==> config.mk <==
export PLATFORM = sky130hd
export DESIGN_NAME = rf_wb_arbiter
export DESIGN_NICKNAME = d
export VERILOG_FILES = /design/src/rtl/rf_wb_arbiter.sv
export SDC_FILE = /design/constraint.sdc
export NUM_CORES = 1
export LEC_CHECK = 0
export ABC_AREA = 1
export CAP_MARGIN = 20
export CORE_MARGIN = 1.5
export CORE_UTILIZATION = 42
export CTS_CLUSTER_SIZE = 30
export DETAILED_ROUTE_END_ITERATION = 7
export GPL_ROUTABILITY_DRIVEN = 0
export GPL_TIMING_DRIVEN = 0
export PLACE_DENSITY = 0.84
export RECOVER_POWER = 25
export SETUP_SLACK_MARGIN = 0.02
export SLEW_MARGIN = 20
export SYNTH_ARGS = -nofsm -noshare
export SYNTH_HDL_FRONTEND = slang
export SYNTH_SLANG_ARGS = --single-unit
==> constraint.sdc <==
create_clock -name clk -period 1.6 [get_ports clk]
set_input_delay 0.16 -clock clk [delete_from_list [all_inputs] [get_ports clk]]
set_output_delay 0.16 -clock clk [all_outputs]
set_load 0.1 [all_outputs]
==> src/rtl/rf_wb_arbiter.sv <==
// rf_wb_arbiter
// Owns the single register-file write port (Rw/Di/WE) and shares it between
// two writeback requesters. After reset it first walks registers 1..NREG-1
// writing zero (CLEAR), then arbitrates valid/ready writeback requests onto
// the port with one cycle of registered latency (RUN).
//
// Ports:
//   clk                 system clock, rising edge
//   reset               asynchronous, active-low reset
//   req0_valid/rw/di    requester 0 (ALU path) write request
//   req0_ready          requester 0 transfer accepted this cycle
//   req1_valid/rw/di    requester 1 (load/multicycle path) write request
//   req1_ready          requester 1 transfer accepted this cycle
//   Rw, Di, WE          registered register-file write port
//   busy                clear sequence in progress
//   grant               index of the last accepted requester
//
// Build option:
//   RFWB_ROUND_ROBIN_EN  when defined, a 1-bit pointer gives priority to the
//                        requester not granted last; otherwise req0 always
//                        wins over req1.

module rf_wb_arbiter #(
    parameter int DATA_W = 32,
    parameter int ADDR_W = 5,
    parameter int NREG   = 32
) (
    input  logic              clk,
    input  logic              reset,
    input  logic              req0_valid,
    input  logic [ADDR_W-1:0] req0_rw,
    input  logic [DATA_W-1:0] req0_di,
    output logic              req0_ready,
    input  logic              req1_valid,
    input  logic [ADDR_W-1:0] req1_rw,
    input  logic [DATA_W-1:0] req1_di,
    output logic              req1_ready,
    output logic [ADDR_W-1:0] Rw,
    output logic [DATA_W-1:0] Di,
    output logic              WE,
    output logic              busy,
    output logic              grant
);

    localparam logic [0:0] ST_CLEAR = 1'b0;
    localparam logic [0:0] ST_RUN   = 1'b1;

    localparam logic [ADDR_W-1:0] LAST_REG = ADDR_W'(NREG - 1);

    logic [0:0]        state_q, state_d;
    logic [ADDR_W-1:0] cnt_q,   cnt_d;
    logic [ADDR_W-1:0] rw_q,    rw_d;
    logic [DATA_W-1:0] di_q,    di_d;
    logic              we_q,    we_d;
    logic              busy_q,  busy_d;
    logic              grant_q, grant_d;
    logic              run;

`ifdef RFWB_ROUND_ROBIN_EN
    // ptr_q = 1 means req1 has priority on a tie (req0 was granted last).
    logic              ptr_q,   ptr_d;
`endif

    assign run = (state_q == ST_RUN);

    // Readies depend only on the valids and the state, never on each other's
    // ready, so a lone valid requester is accepted in the same cycle.
    always_comb begin
`ifdef RFWB_ROUND_ROBIN_EN
        req0_ready = run & req0_valid & (~req1_valid | ~ptr_q);
        req1_ready = run & req1_valid & (~req0_valid |  ptr_q);
`else
        req0_ready = run & req0_valid;
        req1_ready = run & req1_valid & ~req0_valid;
`endif
    end

    // Next-state logic. In CLEAR the counter drives the write port with zero
    // data; in RUN the accepted request is forwarded, except writes to
    // register 0, which are acknowledged but dropped. Rw/Di only change when
    // a real write is issued so they hold their value while WE is low.
    always_comb begin
        state_d = state_q;
        cnt_d   = cnt_q;
        rw_d    = rw_q;
        di_d    = di_q;
        we_d    = 1'b0;
        busy_d  = busy_q;
        grant_d = grant_q;
`ifdef RFWB_ROUND_ROBIN_EN
        ptr_d   = ptr_q;
`endif
        case (state_q)
            ST_CLEAR: begin
                we_d  = 1'b1;
                rw_d  = cnt_q;
                di_d  = '0;
                cnt_d = cnt_q + ADDR_W'(1);
                if (cnt_q == LAST_REG) begin
                    state_d = ST_RUN;
                    busy_d  = 1'b0;
                end
            end
            default: begin
                if (req0_ready) begin
                    grant_d = 1'b0;
`ifdef RFWB_ROUND_ROBIN_EN
                    ptr_d   = 1'b1;
`endif
                    if (req0_rw != '0) begin
                        we_d = 1'b1;
                        rw_d = req0_rw;
                        di_d = req0_di;
                    end
                end else if (req1_ready) begin
                    grant_d = 1'b1;
`ifdef RFWB_ROUND_ROBIN_EN
                    ptr_d   = 1'b0;
`endif
                    if (req1_rw != '0) begin
                        we_d = 1'b1;
                        rw_d = req1_rw;
                        di_d = req1_di;
                    end
                end
            end
        endcase
    end

    // State and output registers; reset restarts the clear sequence at
    // register 1 and drops any in-flight request.
    always_ff @(posedge clk or negedge reset) begin
        if (!reset) begin
            state_q <= ST_CLEAR;
            cnt_q   <= ADDR_W'(1);
            rw_q    <= '0;
            di_q    <= '0;
            we_q    <= 1'b0;
            busy_q  <= 1'b1;
            grant_q <= 1'b0;
`ifdef RFWB_ROUND_ROBIN_EN
            ptr_q   <= 1'b0;
`endif
        end else begin
            state_q <= state_d;
            cnt_q   <= cnt_d;
            rw_q    <= rw_d;
            di_q    <= di_d;
            we_q    <= we_d;
            busy_q  <= busy_d;
            grant_q <= grant_d;
`ifdef RFWB_ROUND_ROBIN_EN
            ptr_q   <= ptr_d;
`endif
        end
    end

    assign Rw    = rw_q;
    assign Di    = di_q;
    assign WE    = we_q;
    assign busy  = busy_q;
    assign grant = grant_q;

endmodule

==> impl_metrics.py <==
metrics = {
    "detailed_routing": {
        "dr.pass1.iters": 4,
        "drt-initial-drc-count": 240,
        "wirelength_um": 7475,
        "ant_nets": 0,
        "routedWlPerCell_um": 13.67,
        "remaining_drc_errors": 0,
        "drt-vias-per-instance": 5.117,
        "dr_total_vias": 2799,
    },
    "grt": {
        "grt_pass1_wl_um": 11670,
        "antenna_found_initial": 0,
        "grt.overflow.total": 0,
        "grt_start_max_net_pins": 27,
        "grt.total_usage": 0.2313,
        "grt_pass1_vias": 2476,
    },
    "die": {
        "die_w_um": 81.72,
        "die_h_um": 81.72,
        "initial_utilization": 0.4370,
        "dieArea_um2": 6677,
        "core_um2": 5956,
        "ios": 120,
        "placementRows": 28,
    },
    "worst_setup_path": {
        "critPathLaunchType": "flip-flop",
        "required_ns": 1.44,
        "max_stage_delay_ns": 0.55,
        "crit_type": "reg -> out",
        "crit_arrival_ns": 1.38,
        "slowest_stage": "dfstp_2",
        "cp_max_fo": 2,
        "critPathLaunch": "busy",
        "r2r_slack_ns": 0.21,
        "rr_worst_depth": 7,
        "cp_num_buf_inv": 1,
        "r2r_end": "Di[24]",
        "cp_top_family": "flip-flops",
        "end_kind": "output pin",
        "r2r-start": "run",
        "crit_chain": "clkdlybuf4s18_2",
    },
    "timing": {
        "fin_skew_ns": 0.005822,
        "period_share": 0.9616,
        "slew_headroom": 0.5754,
        "fin_crit_ns": 1.539,
        "slew_viol_final": 0,
        "tightestPinTransition_ns": 0.6368,
        "fin_hold_ws_ns": 0.2736,
        "fin_ws_ns": 0.06141,
        "max_freq_mhz": 649.9,
        "hold_viol_final": 0,
        "setup_viol": 0,
        "finalSetupTns_ns": 0,
        "rsz0062_at_grt": "no",
    },
    "power": {
        "power_mw": 3.767,
        "ir_drop_mv": 0.5374,
        "power_density_nw_per_um2": 927.1,
        "p_leak_nw": 2.007,
    },
    "synthesis": {
        "synthesis.area_um2": 2602,
        "yosys-top-cells-count": "nand2_1 (159), nand3_1 (45), dfrtp_1 (44)",
        "yosys_warnings": 0,
        "yosysSeqAreaShare": 0.4433,
        "synth_cell_types": 24,
        "syn-num-nets": 423,
        "synth.largest_area_cell": "dfrtp_1",
        "synth.avg_cell_area_um2": 7.587,
        "synth_seq_cells": 46,
        "netlist_instances": 343,
        "synth_edf_count": 0,
        "ys.flop_type": "dfrtp_1",
        "synth_top_area_frac": 0.4231,
        "synth_most_common_cell": "nand2_1",
        "synthArstFlopShare": 1.000,
        "synth_area_leaders": "dfrtp_1 (42%), nand2_1 (23%), nand4_1 (8.9%), nand3_1 (8.7%), buf_6 (5.6%)",
    },
    "min_path": {
        "min-delay-path-class": "in -> reg",
        "whs_path_depth": 2,
        "min_from": "req0_valid",
        "hold_end": "grant",
    },
    "placed_design": {
        "placed_cell_area_um2": 3929,
        "hpwl_um": 5779,
        "port_buffers": 119,
        "pre_cts_ws_ns": -0.9230,
        "dp.cells": 538,
    },
    "cells_and_area": {
        "area.sequential_um2": 1154,
        "finalNonFillerCells": 547,
        "final_nets": 551,
        "final_cell_area_um2": 4063,
        "diodes": 0,
        "multi_input_area_um2": 1212,
        "final_util": 0.6821,
        "drive_gt1_frac": 0.1822,
        "fillCellCount": 517,
        "area_delta_synth_final_pct": 56.11,
    },
    "clocking": {
        "cts.sinks": 46,
        "cts.path.max_buffers": 2,
        "numCtsBuffers": 5,
        "clk_latency_ns": 0.29,
        "path_clk_slew_ns": 0.08,
        "cts_tree": "done",
        "cts_max_level": 2,
        "root_buffer": "clkbuf_8",
    },
    "status": {
        "status": "finished, final reports clean",
    },
    "flow_run": {
        "maxCapViolCount": 0,
    },
}
## final cells by class
cell class                 instances  area share
inverter                           9    0.008315
clock buffer                       7     0.02125
buffer                            27     0.05482
clock inverter                     1    0.001232
tap                               75     0.02310
timing repair buffer             121      0.3089
sequential                        46      0.2840
multi-input combinational        261      0.2984
## what timing repair did
| action | CTS | global route |
|---|---|---|
| gates cloned | 0 | 0 |
| hold buffers | 1 | 0 |
| endpoints found under the hold margin | 23 | 0 |
| setup buffers | 0 | 0 |
| gates resized for setup | 134 | 3 |
| endpoints found under the setup margin | 42 | 3 |
## power breakdown
part	leakage, nW	internal (mW)	total [mW]	switching [mW]
sequential	0.564	1.28	1.34	0.0647
combinational	1.39	0.478	1.70	1.22
clock	0.0482	0.349	0.721	0.373
total	2.01	2.10	3.77	1.66
## cell usage in the layout, fill, tap and decap left out, types with 6 or more instances in the layout
| cell | count |
|---|---|
| buf_2 | 7 |
| clkdlybuf4s50_1 | 75 |
| clkbuf_8 | 6 |
| nand3_1 | 45 |
| nand2_1 | 157 |
| clkdlybuf4s15_2 | 39 |
| nor2_1 | 6 |
| nand4_1 | 37 |
| buf_6 | 14 |
| dfrtp_1 | 44 |
## flip-flops by register name, indices dropped and copies added (netlist names)
signal	count
Di	32
Rw	5
WE	1
busy	1
cnt_q	5
grant	1
run	1
## worst max path at each step
stage	to	slack, ns	cells after the start
floorplan	Di[16]	-0.04	8
global placement	req0_ready	-0.92	5
detailed placement	req0_ready	-0.92	5
CTS	busy	0.04	1
global route	Di[12]	0.03	3
finish	busy	0.06	1
## kinds of logic (layout without fill, tap and decap cells)
kind of cell,count (synthesis),after routing,share of synthesized area
XOR/XNOR,3,3,0.01010
adder cells (fa/ha/maj),2,2,0.009614
AO/OA/AOI/OAI,4,4,0.008653
buffers and inverters,36,165,0.09663
AND/OR/NAND/NOR,252,252,0.4317
flip-flops,46,46,0.4433
## per-layer routing
metal  part of all wire  up-vias  track usage
met5                  0        -            0
met3              0.064       14      0.05000
li1                   -     1394            -
met2               0.49      108       0.3876
met4              0.025        0      0.08814
met1               0.42     1283       0.2918
Note: power is estimated with default switching activity, not from simulation.
